===== config.mk =====
export PLATFORM = sky130hd
export DESIGN_NAME = sic1_host_ctrl
export DESIGN_NICKNAME = d
export VERILOG_FILES = /design/src/rtl/sic1_host_ctrl.sv
export SDC_FILE = /design/constraint.sdc
export NUM_CORES = 1
export LEC_CHECK = 0
export ABC_AREA = 1
export BUFFER_PORTS_ARGS = -buffer_cell sky130_fd_sc_hd__buf_2
export CAP_MARGIN = 10
export CORE_ASPECT_RATIO = 1.25
export CORE_MARGIN = 2
export CORE_UTILIZATION = 23
export DETAILED_ROUTE_END_ITERATION = 7
export GPL_TIMING_DRIVEN = 0
export PLACE_DENSITY = 0.47
export SYNTH_ARGS = -nofsm -noshare
export SYNTH_HDL_FRONTEND = slang
export SYNTH_SLANG_ARGS = --single-unit

===== constraint.sdc =====
create_clock -name clk -period 1.7 [get_ports clk]
set_input_delay 0.085 -clock clk [delete_from_list [all_inputs] [get_ports clk]]
set_output_delay 0.085 -clock clk [all_outputs]
set_load 0.02 [all_outputs]

===== src/rtl/sic1_host_ctrl.sv =====
// ---------------------------------------------------------------------------
// sic1_host_ctrl
//   Host-side controller for a SIC-1 style core. It turns host commands into
//   the core's set-PC / set-data / run handshakes, supervises a run until the
//   program halts by itself or the host stops it, and captures the core's
//   output bytes into a 4-entry FIFO for the host to drain.
//
//   Optional feature: define SIC1_HOST_CTRL_WDT_EN to enable a run watchdog.
//   A run that lasts WDT_LIMIT cycles is then stopped and wdt_trip is set.
//   Without the macro there is no cycle counter, no run limit, and wdt_trip
//   is tied to 0.
//
// Ports
//   clk, rst_n        clock (rising edge), asynchronous active-low reset
//   cmd_valid/ready   host command handshake
//   cmd_op            0=SETPC 1=WRITE 2=RUN 3=STOP 4=CLEAR, 5-7 illegal
//   cmd_data          PC value or data byte for SETPC / WRITE
//   core_data         byte to the core ui_in
//   core_set_pc       core uio_in[2]
//   core_set_data     core uio_in[3]
//   core_run          core uio_in[0]
//   core_halted       core uio_out[1]
//   core_uo           core output byte
//   core_out_strobe   core output strobe (level; rising edge pushes core_uo)
//   out_valid/ready   output FIFO handshake, out_data is the head byte
//   busy              controller is not idle
//   done              one-cycle pulse when a running program halts itself
//   err               sticky error, cleared by CLEAR
//   wdt_trip          sticky watchdog flag, cleared by CLEAR
// ---------------------------------------------------------------------------
module sic1_host_ctrl #(
   parameter logic [15:0] WDT_LIMIT = 16'd4096
) (
   input  logic       clk,
   input  logic       rst_n,
   input  logic       cmd_valid,
   output logic       cmd_ready,
   input  logic [2:0] cmd_op,
   input  logic [7:0] cmd_data,
   output logic [7:0] core_data,
   output logic       core_set_pc,
   output logic       core_set_data,
   output logic       core_run,
   input  logic       core_halted,
   input  logic [7:0] core_uo,
   input  logic       core_out_strobe,
   output logic       out_valid,
   input  logic       out_ready,
   output logic [7:0] out_data,
   output logic       busy,
   output logic       done,
   output logic       err,
   output logic       wdt_trip
);

   typedef enum logic [2:0] {
      S_IDLE, S_SETPC, S_WRITE, S_RUN_START, S_RUNNING, S_STOPPING
   } state_t;

   localparam logic [2:0] OP_SETPC = 3'd0;
   localparam logic [2:0] OP_WRITE = 3'd1;
   localparam logic [2:0] OP_RUN   = 3'd2;
   localparam logic [2:0] OP_STOP  = 3'd3;
   localparam logic [2:0] OP_CLEAR = 3'd4;

   state_t     state, state_nxt;
   logic [1:0] rs_cnt, rs_cnt_nxt;   // cycles spent waiting for the core to start
   logic [7:0] core_data_q;
   logic       err_q, done_q;
   logic       accept, load_data, cmd_err, clear_flags, done_set, wdt_set, wdt_hit;

   // FIFO
   logic [7:0] fifo_mem [4];
   logic [1:0] wr_ptr, rd_ptr;
   logic [2:0] fifo_cnt;
   logic       strobe_q, push_req, push, pop, full, fifo_ovf;

   assign cmd_ready     = (state == S_IDLE) || (state == S_RUNNING);
   assign accept        = cmd_valid && cmd_ready;
   assign busy          = (state != S_IDLE);
   // Handshake outputs decode the state register, so an asynchronous reset
   // drops them immediately without waiting for a clock edge.
   assign core_set_pc   = (state == S_SETPC);
   assign core_set_data = (state == S_WRITE);
   assign core_run      = (state == S_RUN_START) || (state == S_RUNNING);
   assign core_data     = core_data_q;
   assign done          = done_q;
   assign err           = err_q;

   // ---------------- watchdog ----------------
`ifdef SIC1_HOST_CTRL_WDT_EN
   logic [15:0] cyc_cnt;
   logic        wdt_q;

   // Counter is held at zero outside RUNNING, so it is zero on entry.
   assign wdt_hit  = (state == S_RUNNING) && ((cyc_cnt + 16'd1) == WDT_LIMIT);
   assign wdt_trip = wdt_q;

   always_ff @(posedge clk or negedge rst_n) begin
      if (!rst_n) begin
         cyc_cnt <= 16'd0;
         wdt_q   <= 1'b0;
      end else begin
         cyc_cnt <= (state == S_RUNNING) ? cyc_cnt + 16'd1 : 16'd0;
         if (wdt_set)          wdt_q <= 1'b1;
         else if (clear_flags) wdt_q <= 1'b0;
      end
   end
`else
   // The limit only matters with the watchdog built in; keep the parameter
   // on the interface so both builds instantiate identically.
   logic unused_wdt_limit;
   assign unused_wdt_limit = ^WDT_LIMIT;
   assign wdt_hit  = 1'b0;
   assign wdt_trip = 1'b0;
`endif

   // ---------------- control FSM ----------------
   always_ff @(posedge clk or negedge rst_n) begin
      if (!rst_n) begin
         state       <= S_IDLE;
         rs_cnt      <= 2'd0;
         core_data_q <= 8'd0;
         err_q       <= 1'b0;
         done_q      <= 1'b0;
      end else begin
         // NOTE: state registers use non-blocking assignments so every flop
         // samples pre-edge values regardless of statement order.
         state  <= state_nxt;
         rs_cnt <= rs_cnt_nxt;
         done_q <= done_set;
         if (load_data) core_data_q <= cmd_data;
         // A new error wins over a CLEAR in the same cycle so it is never lost.
         if (cmd_err || fifo_ovf) err_q <= 1'b1;
         else if (clear_flags)    err_q <= 1'b0;
      end
   end

   always_comb begin
      // NOTE: every output of this block gets a default first, so no path
      // leaves a variable unassigned and no latch is inferred.
      state_nxt   = state;
      rs_cnt_nxt  = rs_cnt;
      load_data   = 1'b0;
      cmd_err     = accept && (cmd_op > OP_CLEAR);
      clear_flags = accept && (cmd_op == OP_CLEAR);
      done_set    = 1'b0;
      wdt_set     = 1'b0;

      unique case (state)
         S_IDLE: begin
            if (accept) begin
               case (cmd_op)
                  OP_SETPC: begin state_nxt = S_SETPC; load_data = 1'b1; end
                  OP_WRITE: begin state_nxt = S_WRITE; load_data = 1'b1; end
                  OP_RUN:   begin state_nxt = S_RUN_START; rs_cnt_nxt = 2'd0; end
                  default:  ;  // STOP idles, CLEAR/illegal handled above
               endcase
            end
         end
         S_SETPC, S_WRITE: state_nxt = S_IDLE;
         S_RUN_START: begin
            if (!core_halted) begin
               state_nxt = S_RUNNING;
            end else if (rs_cnt == 2'd2) begin
               // Core never left halt after three cycles of core_run.
               state_nxt = S_IDLE;
               cmd_err   = 1'b1;
            end else begin
               rs_cnt_nxt = rs_cnt + 2'd1;
            end
         end
         S_RUNNING: begin
            if (accept && (cmd_op == OP_SETPC || cmd_op == OP_WRITE || cmd_op == OP_RUN))
               cmd_err = 1'b1;
            // Self-halt outranks both the watchdog and a host STOP.
            if (core_halted) begin
               state_nxt = S_IDLE;
               done_set  = 1'b1;
            end else if (wdt_hit) begin
               state_nxt = S_STOPPING;
               wdt_set   = 1'b1;
            end else if (accept && cmd_op == OP_STOP) begin
               state_nxt = S_STOPPING;
            end
         end
         S_STOPPING: if (core_halted) state_nxt = S_IDLE;
         default:    state_nxt = S_IDLE;
      endcase
   end

   // ---------------- output FIFO ----------------
   assign push_req  = core_out_strobe && !strobe_q;
   assign out_valid = (fifo_cnt != 3'd0);
   assign full      = (fifo_cnt == 3'd4);
   assign pop       = out_valid && out_ready;
   // When full, a same-cycle pop frees the slot the push needs.
   assign push      = push_req && (!full || pop);
   assign fifo_ovf  = push_req && full && !pop;
   assign out_data  = fifo_mem[rd_ptr];

   always_ff @(posedge clk or negedge rst_n) begin
      if (!rst_n) begin
         strobe_q <= 1'b0;
         wr_ptr   <= 2'd0;
         rd_ptr   <= 2'd0;
         fifo_cnt <= 3'd0;
      end else begin
         strobe_q <= core_out_strobe;
         if (push) wr_ptr <= wr_ptr + 2'd1;
         if (pop)  rd_ptr <= rd_ptr + 2'd1;
         case ({push, pop})
            2'b10:   fifo_cnt <= fifo_cnt + 3'd1;
            2'b01:   fifo_cnt <= fifo_cnt - 3'd1;
            default: ;
         endcase
      end
   end

   // NOTE: storage is not reset; the empty count already hides stale entries,
   // and leaving reset off lets the array map onto plain registers/RAM.
   always_ff @(posedge clk) begin
      if (push) fifo_mem[wr_ptr] <= core_uo;
   end

endmodule


==> results by group <==
Power and ir drop
  • Net Sw Frac: 40.6%
  • Combinational Power Share: between 40% and 50%
  • Switching power: 2130 µW
  • Internal power: around 3100 µW
  • Clock power share: 20.0%
  • Sequential fraction of design power: 36.6%
  • Worst VDD drop: around 0.00054 V
  • Leak Pwr: 0.00143 µW
  • Power Total: 5250 µW
  • Power Density: 1600 mW/mm²

Synth
  • Largest family of logic cells by synthesized area: simple AND/OR/NAND/NOR gates
  • Adder-cell share of the synthesized area: 3.30%
  • Mapped Avg Cell Area: 10.0 µm²
  • Most instantiated cells after synthesis: nor2_1, nand2_1, edfxtp_1, inv_1, o21ai_0
  • EDFF count, synth: 32
  • #FFs+latches synth: 55
  • Synth Area in Compound Gates: under 10%
  • Synth Net Count: 281
  • Seq/Total Area, Yosys: ~60%
  • Synth Area in XOR/XNOR: under 10%
  • Ys async rst share: 41.8%
  • Top FF cell, synth: edfxtp_1
  • Multiplexer area fraction after synthesis: 0%
  • Top-count cell post-synth: nor2_1
  • Cell taking the most area after synthesis: edfxtp_1
  • Cell Area, Synth: 0.00250 mm²
  • Top area cells in the synthesized netlist: edfxtp_1, dfrtp_1, nor2_1, o21ai_0, nand2_1
  • Distinct cell type count of the synthesized netlist: 29
  • Synth Area in Simple Gates: a little under a fifth
  • Syn Inst Count: 250
  • Post-synth top area share: around 38%
  • Yosys Warn Count: 0

Critical path
  • Largest delay share family, worst path: buffers and inverters
  • Crit path cell chain: buf_4 -> clkinvlp_4 -> buf_6 -> nor2_1 -> o22ai_1 -> buf_2
  • Kind of critical path: flip-flop to output pin
  • Required @ worst endpoint: between 1.5 and 2 ns
  • CP Launch Point: rd_ptr[0]$_DFFE_PN0P_
  • Worst Path Buf+Inv: 4
  • Crit Path Max Fanout: 10
  • R2R Path Start: fifo_cnt[0]$_DFFE_PN0P_
  • Crit path largest cell delay: 0.37 ns
  • Setup crit end kind: output pin
  • CP Launch Type: flip-flop
  • Slowest CP cell: dfrtp_1
  • Crit path arrival time: 1.53 ns

Floorplanning
  • FP Rows: 42
  • Die Span Y: 121 µm
  • Die ar.: 0.0117 mm²
  • Core area: 0.0106 mm²
  • Effective utilization at floorplan: a little under a quarter
  • Die X: 97.3 µm
  • I/O pin count: 50

CTS
  • Longest Clk Path Bufs: 2
  • Clock transition at path regs: 0.08 ns
  • Inserted Clock Buffers: 5
  • Clock Latency Late Sink: 0.29 ns
  • Htree depth: 2
  • Sink Count: 55
  • TritonCTS clock tree: built
  • Clock root buffer: clkbuf_16

Timing
  • Hold_ws: around 0.00041 ns
  • Clock skew: 0.00533 ns
  • Hold Violations, Final: 0
  • Max Clk Rate: ~620 MHz
  • Slew margin rel.: just over 60%
  • Least-Margin Pin Slew: 0.568 ns
  • Min cycle time layout: about 1.6 ns
  • Slew Limit Fails: 0
  • Tcrit/Tclk final: 94.8%
  • Final setup viols: 0
  • Setup ws final: 0.0881 ns
  • RSZ-0062 raised after global routing: no

Run status
  • Run status: finished clean

Placed design
  • Routability cong.: approximately 0.81
  • HPWL after detailed placement: 3860 µm
  • Pre-CTS WS: -0.262 ns
  • Placed Instance Area: 0.00291 mm²
  • PortBufs: 48

Detailed routing
  • DR iter-0 viols: 68
  • DRT antenna net count: 0
  • Number of vias per cell: 4.20
  • First-pass iteration count of the detailed router: 4
  • Via count: 1900
  • Avg WL per Cell: approximately 12 µm
  • Routed WL: 5440 µm
  • DRC viols: 0

GRT
  • Number of global-route vias before repair: about 1800
  • Largest net degree at the start of global routing: 24
  • First-pass GRT wire length: between 8000 and 9000 µm
  • Gr ovfl total: 0
  • GRT Total Usage: 9.69%
  • Initial antenna violation count: 0

Final layout
  • Post-route cell area: 0.00327 mm²
  • FILL cells: 1106
  • Ant. Diodes: 0
  • Layout cells sized above 1: between 20% and 30%
  • Nets: 350
  • Post-layout util: between 30% and 40%
  • Area Growth Syn to Fin: 30.9%

Min path
  • Worst min-delay path startpoint: cmd_data[6]
  • HP Class: primary input to flip-flop

Job
  • Max cap viols: 0
routing by layer:
layer	GRT usage [%]	wire (µm)	vias up
li1	-	-	961
met4	2.86	63	0
met2	16.9	2680	48
met3	2.43	243	5
met1	11.9	2460	886
met5	0	0	-
placed cells by master (no fill, tap or decap), types with 8 or more instances in the layout:
cell type / netlist / layout
nand2_1: 33 / 32
o21ai_0: 25 / 24
o22ai_1: 8 / 8
dfrtp_1: 23 / 23
edfxtp_1: 32 / 32
inv_1: 32 / 30
buf_2: 3 / 47
nor2_1: 38 / 32
nand3_1: 16 / 15
buf_4: 1 / 9
dlygate4sd3_1: 0 / 9
tightest hold or removal path, stage by stage:
cell     delay, ns
buf_2         0.09
nand2_2       0.05
o21ai_2       0.04
layout make-up:
| class | instances | area (µm²) | area share, % |
|---|---|---|---|
| sequential | 55 | 1540 | 46.9 |
| multi-input combinational | 152 | 833 | 25.4 |
| timing repair buffer | 63 | 393 | 12.0 |
| tap | 132 | 165 | 5.04 |
| inverter | 36 | 139 | 4.24 |
| clock buffer | 5 | 125 | 3.82 |
| buffer | 6 | 53.8 | 1.64 |
| clock inverter | 3 | 28.8 | 0.879 |
final timing paths:
path	endpoint	slack (ns)	cells past startpoint
min reg2reg	fifo_cnt[0]$_DFFE_PN0P_	0.52	1
max reg2reg	fifo_cnt[1]$_DFFE_PN0P_	0.15	7
max	out_data[1]	0.09	6
min in group asynchronous	state[0]$_DFFE_PN0P_	0.31	2
max in group asynchronous	fifo_cnt[1]$_DFFE_PN0P_	1.01	2
min	core_data[6]$_DFFE_PN0P_	0.0004	3
power groups by stage:
stage | Clock (µW) | Combinational [µW] | Sequential (µW)
final | 1050 | 2280 | 1920
after global routing | 1150 | 2540 | 1950
after CTS | 1090 | 2190 | 1920
after detailed placement | 0 | 2130 | 1900
after global placement | 0 | 2100 | 1900
after floorplan | 0 | 1320 | 2010
sequential cells by signal, indices dropped and copies added (netlist names):
| signal | cells |
|---|---|
| rs_cnt | 2 |
| fifo_mem | 32 |
| wr_ptr | 2 |
| core_data | 8 |
| rd_ptr | 2 |
| fifo_cnt | 3 |
| done | 1 |
| strobe_q | 1 |
| state | 3 |
| err | 1 |
logic make-up (layout without fill, tap and decap cells):
kind of cell    count (synthesis)  in the layout
compound gates                 40             40
xor+xnor                        3              3
fa+ha+maj                       6              6
buf+inv                        43            113
flops                          55             55
other cells                     1              1
simple gates                  102            102
through the flow:
step / std cells / TNS (ns)
detailed placement: 430 / -6.39
floorplan: 250 / 0
finish: 452 / 0
global placement: 430 / -6.37
global route: 452 / 0
CTS: 447 / -0.835
what timing repair did:
item | 4_1_cts | 5_1_grt
pin swaps | 0 | 1
setup endpoints to repair | 40 | 42
setup buffers | 3 | 3
hold buffers | 7 | 2
gates resized for setup | 9 | 17
endpoints found under the hold margin | 29 | 5
Power figures use the tool's default switching activity.
